===== src/rtl/fetch_queue.sv =====
// fetch_queue: instruction fetch stage with a circular buffer of memory lines.
// Prefetches aligned lines ahead of f_eip, exposes a decode window, and flushes on redirect.
module fetch_queue #(
  parameter int                LINE_BYTES = 16,
  parameter int                DEPTH      = 4,
  parameter int                DE_BYTES   = 16,
  parameter int                ADDR_W     = 32,
  parameter logic [ADDR_W-1:0] RESET_EIP  = '0
) (
  input  logic                      clk,
  input  logic                      reset,
  output logic                      imem_req,
  output logic [ADDR_W-1:0]         imem_addr,
  input  logic                      imem_rdy,
  input  logic                      imem_valid,
  input  logic [8*LINE_BYTES-1:0]   imem_data,
  input  logic                      redirect,
  input  logic [ADDR_W-1:0]         redirect_eip,
  input  logic                      stall,
  input  logic [$clog2(DE_BYTES):0] de_len,
  output logic                      de_vin,
  output logic                      ld_de,
  output logic [8*DE_BYTES-1:0]     f_instr,
  output logic [ADDR_W-1:0]         f_eip
);
  localparam int LB_W  = $clog2(LINE_BYTES);
  localparam int PTR_W = $clog2(DEPTH);
  localparam int CNT_W = PTR_W + 1;
  localparam int LEN_W = $clog2(DE_BYTES) + 1;
  localparam int AV_W  = CNT_W + LB_W;
  localparam logic [ADDR_W-1:0] LINE_MASK = ADDR_W'(LINE_BYTES - 1);

  typedef enum logic [1:0] {S_IDLE, S_WAIT, S_DROP} state_t;
  state_t r_state, w_state_next;

  logic [8*LINE_BYTES-1:0] r_buf [DEPTH];
  logic [PTR_W-1:0]        r_head;
  logic [CNT_W-1:0]        r_nlines;
  logic [ADDR_W-1:0]       r_eip;
  logic [ADDR_W-1:0]       r_fill_addr;

  logic [LB_W-1:0]          w_off;
  logic [AV_W-1:0]          w_avail;
  logic [LEN_W-1:0]         w_len_sat;
  logic                     w_consume;
  logic                     w_pop;
  logic                     w_push;
  logic                     w_accept;
  logic [PTR_W-1:0]         w_tail;
  logic [PTR_W-1:0]         w_head_nx;
  logic [16*LINE_BYTES-1:0] w_pair;

  assign w_off     = r_eip[LB_W-1:0];
  assign w_avail   = {r_nlines, {LB_W{1'b0}}} - {{CNT_W{1'b0}}, w_off};
  assign w_len_sat = (de_len > LEN_W'(DE_BYTES)) ? LEN_W'(DE_BYTES) : de_len;
  assign w_tail    = r_head + PTR_W'(r_nlines);
  assign w_head_nx = r_head + PTR_W'(1);

  assign ld_de     = !stall;
  // nlines must be checked separately: with no lines and off > 0 the subtraction wraps.
  assign de_vin    = !redirect && (r_nlines != '0) && (w_avail >= AV_W'(DE_BYTES));
  assign w_consume = ld_de && de_vin;
  assign w_pop     = w_consume &&
                     (({1'b0, w_off} + (LB_W+1)'(w_len_sat)) >= (LB_W+1)'(LINE_BYTES));
  assign f_eip     = r_eip;
  assign imem_addr = r_fill_addr;

  // The window never spans more than the head line and the one after it.
  assign w_pair = {r_buf[w_head_nx], r_buf[r_head]};
  for (genvar gi = 0; gi < DE_BYTES; gi++) begin : g_win
    logic [LB_W:0] w_idx;
    assign w_idx = {1'b0, w_off} + (LB_W+1)'(gi);
    assign f_instr[8*gi +: 8] = w_pair[8*w_idx +: 8];
  end

  always_ff @(posedge clk) begin
    if (reset) r_state <= S_IDLE;
    else       r_state <= w_state_next;
  end

  always_comb begin
    w_state_next = r_state;
    imem_req     = 1'b0;
    w_accept     = 1'b0;
    w_push       = 1'b0;
    case (r_state)
      S_IDLE: begin
        imem_req = (r_nlines < CNT_W'(DEPTH)) && !redirect && !reset;
        if (imem_req && imem_rdy) begin
          w_accept     = 1'b1;
          w_state_next = S_WAIT;
        end
      end
      S_WAIT: begin
        if (imem_valid) begin
          w_push       = !redirect;
          w_state_next = S_IDLE;
        end else if (redirect) begin
          w_state_next = S_DROP;
        end
      end
      S_DROP: begin
        if (imem_valid) w_state_next = S_IDLE;
      end
      default: w_state_next = S_IDLE;
    endcase
  end

  always_ff @(posedge clk) begin
    if (reset) begin
      r_eip       <= RESET_EIP;
      r_fill_addr <= RESET_EIP & ~LINE_MASK;
      r_nlines    <= '0;
      r_head      <= '0;
    end else if (redirect) begin
      r_eip       <= redirect_eip;
      r_fill_addr <= redirect_eip & ~LINE_MASK;
      r_nlines    <= '0;
      r_head      <= '0;
    end else begin
      if (w_consume) r_eip <= r_eip + ADDR_W'(w_len_sat);
      if (w_accept)  r_fill_addr <= r_fill_addr + ADDR_W'(LINE_BYTES);
      if (w_pop)     r_head <= w_head_nx;
      if (w_push && !w_pop)      r_nlines <= r_nlines + CNT_W'(1);
      else if (!w_push && w_pop) r_nlines <= r_nlines - CNT_W'(1);
    end
  end

  always_ff @(posedge clk) begin
    if (w_push && !reset) r_buf[w_tail] <= imem_data;
  end

endmodule


===== config.mk =====
export PLATFORM = sky130hd
export DESIGN_NAME = fetch_queue
export DESIGN_NICKNAME = d
export VERILOG_FILES = /design/src/rtl/fetch_queue.sv
export SDC_FILE = /design/constraint.sdc
export NUM_CORES = 1
export LEC_CHECK = 0
export CAP_MARGIN = 20
export CELL_PAD_IN_SITES_DETAIL_PLACEMENT = 1
export CELL_PAD_IN_SITES_GLOBAL_PLACEMENT = 1
export CORE_UTILIZATION = 30
export CTS_CLUSTER_DIAMETER = 60
export DETAILED_ROUTE_END_ITERATION = 12
export PLACE_DENSITY_LB_ADDON = 0.3
export SKIP_CTS_REPAIR_TIMING = 1
export SYNTH_ARGS = -nofsm -noshare
export SYNTH_HDL_FRONTEND = slang
export SYNTH_SLANG_ARGS = --single-unit

===== constraint.sdc =====
create_clock -name clk -period 13 [get_ports clk]
set_input_delay 1.95 -clock clk [delete_from_list [all_inputs] [get_ports clk]]
set_output_delay 1.95 -clock clk [all_outputs]
set_load 0.01 [all_outputs]

# == Word-level counts from Yosys, hierarchy flattened ==
# Memories as Yosys holds them, arrays and structs flattened. A register that Yosys moved wholly into a read port is not among the register bits.
# Index checks and enable logic that the tools add are counted.
# classes
n_shift,16
order_cmp,4
n_mux,21
add_sub_neg,23
eq_ne,5
reduce_logical,22
# ops
operator,n
$shiftx A256 B9 Y8,15
$shiftx A256 B8 Y8,1
$mux W32,4
$add A4 B4 Y5 const B,8
$add A32 B5 Y32,1
$add A32 B5 Y32 const B,1
$add A4 B3 Y5 const B,4
$mux W2,6
$add A4 B2 Y5 const B,2
$logic_and A1 B1 Y1,10
$ge A7 B5 Y1 const B,1
$mux W1,7
$sub A7 B4 Y7,1
$mux W3,2
$pmux W2 S3,1
$reduce_bool A2 Y1,3
$add A4 B1 Y5 const B,1
$add A4 B5 Y5,1
$ge A5 B5 Y1 const B,1
$gt A5 B5 Y1 const B,1
$logic_not A1 Y1,5
$mux W5,1
$ne A2 B2 Y1 const B,2
$add A3 B1 Y3 const B,1
other kinds (11),11
# totals
register_bits,71
mem_bits_rw,512
out_inout_bits,195
n_memories,1
# mem_list
memory,words,width,rd,rd_ports_with_merged_regs,write_ports,line_no,text
r_buf,4,128,2,1,1,36,logic [8*LINE_BYTES-1:0] r_buf [DEPTH];

# == Longest topological paths before layout ==
# depth
ltp_word,8
depth_mapped,13
depth_no_buf,13

# == Least setup slack after synthesis ==
# No wires, ideal clock.
# synth_timing
path_type,in2reg
start,input port redirect
end,"memory r_buf[0][0] (netlist name), enable pin"
slack_ns,0.940
t_arrival_ns,11.287
path_buffers,1
setup_ns,0.773
path_stages,4
t_required_ns,12.227
path_cell_list,clkbuf_1 nor4bb_1 nand2b_1 nor3_1
# synth_via
elab_chain_len,6
# synth_lines
item,line_no,text
from (decl),17,"input logic redirect,"
$logic_not A1 Y1,96,w_push = !redirect;
$mux W1,95,if (imem_valid) begin
$mux W1,86,case (r_state)
$logic_and A1 B1 Y1,130,if (w_push && !reset) r_buf[w_tail] <= imem_data;
$mux W1,130,
$mux W1 (not written as such),130,
to (decl),36,
# No other way between the ends.

# == Worst setup path in the final report ==
# layout_timing
start,"register r_eip[0], in the netlist f_eip[0]"
end,output port f_instr[85]
# layout_via
elab_chain_len,2
# layout_lines
item,line_no,text
from (decl),39,logic [ADDR_W-1:0] r_eip;
from (signal assigned),116,r_eip <= redirect_eip;
from (signal assigned),121,if (w_consume) r_eip <= r_eip + ADDR_W'(w_len_sat);
$add A4 B4 Y5,72,"assign w_idx = {1'b0, w_off} + (LB_W+1)'(gi);"
$shiftx A256 B9 Y8,73,assign f_instr[8*gi +: 8] = w_pair[8*w_idx +: 8];
to (decl),23,"output logic [8*DE_BYTES-1:0] f_instr,"
# No other way between the ends.

==> run metrics <==
FILL cells ~13000; clock buffer depth 3; post-synthesis mux area share 0.2937; commonest cells after routing, fill and taps aside 512 x edfxtp_1, 359 x clkdlybuf4s50_1, 328 x mux4_2; leakage 0.01386 uW; Synth-to-Final Area Change 20.56%; Top Ports between 300 and 400; initial core utilization 0.3025; IO Port Bufs 361; ys async rst share 0; mean cell area of the mapped netlist 13.24 um2; worst skew pair latency 0.68 ns; gr ovfl total 0; Mapped Area 36870 um2; Max-cap violations 0; Hold Crit Class flop to flop; Die W 352.6 um; RSZ-0062 raised after global routing no; Synth Area in Compound Gates 0.1273; largest net degree at the start of global routing 148; final worst-path cycle share 0.5712; row cnt 128; commonest non-fill, non-tap cell in the layout edfxtp_1; Layout Nets 3206; VDD IR max 0.1137 mV; critical path class flop to output pin; final core occ 0.3647; via count 29200; Post-DRT Antenna Nets 0; drt drc 0; Final min period 7.425 ns; Req. time, crit path 11.05 ns; Clock Skew 0.03009 ns; Max transition margin 0.1442; core area between 100000 and 150000 um2; Synthesis Warnings 0; setup TNS 0 ns; initial DRC count 3352; Placer Congestion 0.8957; root buffer cell clkbuf_16; Hold Slack 0.4864 ns; vias per cell 6.192; Clock Sinks around 580; sequential share of the synthesized area 0.4545; main combinational cell family by area after synthesis multiplexers; share of layout cells above drive strength 1 0.2073; drt total wl 157700 um; Synth Area in Adders 0.003801; status complete, no violations; antenna violations before repair 17; cts bufs inserted 80; Tightest Pin Transition 1.284 ns; Crit path arrival time 5.47 ns; startpoint types flop; Setup crit end kind output pin; area fraction in and, or, nand and nor cells after synthesis 0.07242; post-DP HPWL 110200 um; total global-route track usage 0.2476; Die ar. roughly 120000 um2; final setup vio count 0; final max-slew violation count 0; Fin. Hold Viols 0; post-synthesis xor/xnor area fraction 0.007365; gate count after technology mapping between 2000 and 3000; worst-path fanout max 53; Top FF cell, synth edfxtp_1; EDFF count, synth 512; distinct cell type count after synthesis 86; TritonCTS clock tree yes; H-tree Lvls 3; Synth Register Bits 581; Achievable Freq 134.7 MHz; clk slew on worst S/H paths 0.06 ns; P per Cell Area 114.5 nW/um2; first-pass GRT wire length approximately 220000 um; vias in the first global route 29650; drt first pass iters 8; Die H 352.6 um; WL per Instance 33.45 um
## stage by stage
step	instance area, um2	total power (uW)	setup WS (ns)	std cells
floorplan	36880	2461	0.9401	2788
global placement	41750	2877	6.099	4567
detailed placement	41760	2881	6.017	4568
CTS	44440	5118	5.280	4713
global route	44450	5225	5.171	4716
finish	44450	5087	5.575	4716
## critical path, cell delays in order, from the launching register on
cell and delay (ns):
dfxtp_4 0.85, buf_4 0.66, buf_4 0.75, nor2_2 0.07
buf_4 0.34, a22oi_1 0.23, o211ai_1 0.15, a221oi_1 0.95
clkdlybuf4s50_1 0.71
## cell usage after synthesis (11+ instances only)
master | n | area (um2)
a211oi_1 | 27 | 202.7
dfxtp_1 | 69 | 1381
mux4_2 | 328 | 7387
o211ai_1 | 47 | 352.8
buf_6 | 20 | 225.2
o21ai_0 | 47 | 235.2
clkbuf_1 | 115 | 431.7
or3_1 | 18 | 112.6
a211o_1 | 14 | 122.6
o22ai_1 | 30 | 187.7
buf_2 | 71 | 355.3
buf_4 | 30 | 225.2
o22a_1 | 14 | 122.6
nor3_1 | 29 | 145.1
edfxtp_1 | 512 | 15370
buf_1 | 23 | 86.33
mux2_2 | 80 | 900.9
a31oi_1 | 11 | 68.82
a21boi_0 | 18 | 135.1
a21oi_1 | 61 | 305.3
o221ai_1 | 67 | 586.8
mux2i_1 | 221 | 2212
a22oi_1 | 32 | 240.2
o21ai_1 | 20 | 100.1
a22o_1 | 29 | 254.0
a221o_1 | 23 | 230.2
xnor2_1 | 25 | 219.0
nor4_1 | 23 | 143.9
nor2_1 | 123 | 461.7
a32oi_1 | 11 | 96.34
o31a_1 | 14 | 122.6
nand2_1 | 285 | 1070
a221oi_1 | 24 | 210.2
inv_1 | 33 | 123.9
o21a_1 | 13 | 97.59
a222oi_1 | 31 | 310.3
nand3_1 | 55 | 275.3
mux2_1 | 17 | 191.4
nor2b_1 | 13 | 81.33
## metal layers
| metal | GRT usage | vias to the layer above | part of all wire |
|---|---|---|---|
| met3 | 0.05573 | 313 | 0.082 |
| met2 | 0.4214 | 1549 | 0.50 |
| li1 | - | 12000 | - |
| met4 | 0.1051 | 10 | 0.044 |
| met1 | 0.3004 | 15330 | 0.38 |
| met5 | 0 | - | 0.00046 |
## where the power goes
group	switching, uW	total, uW	internal (uW)
logic	462	786	324
registers	25.8	2070	2040
clock network	917	2230	1320
## cells by family after synthesis
family / count (synthesis)
multiplexers: 655
AO/OA/AOI/OAI: 610
AND/OR/NAND/NOR: 600
flip-flops: 581
buffers and inverters: 297
XOR/XNOR: 31
adder cells (fa/ha/maj): 10
other: 1
## worst paths after layout
check	depth (start not counted)	end	slack, ns	start
worst min register to register	1	r_state[0]$_SDFFE_PP0P_	0.49	r_state[1]$_SDFFE_PP0P_
worst max-delay path	8	f_instr[85]	5.58	f_eip[0]$_SDFFE_PP0P_
worst max register to register	14	r_nlines[2]$_SDFFE_PP0P_	7.84	f_eip[0]$_SDFFE_PP0P_
worst min-delay path	1	r_state[0]$_SDFFE_PP0P_	0.49	r_state[1]$_SDFFE_PP0P_
## cell type report
cell class                 count  area [um2]  share of cell area
multi-input combinational   1910       18700              0.4207
antenna                        3       7.507           0.0001689
clock inverter                42       519.2             0.01168
tap                         1625        2033             0.04574
clock buffer                 103        2160             0.04859
sequential                   581       16780              0.3776
inverter                      35       140.1            0.003153
timing repair buffer         417        4106             0.09239
## flip-flops by register name, indices dropped and copies added (netlist names), named ones only
register,count
r_head,2
imem_addr,28
r_state,2
r_buf,512
f_eip,32
r_nlines,3
(Power assumes the default switching activity.)
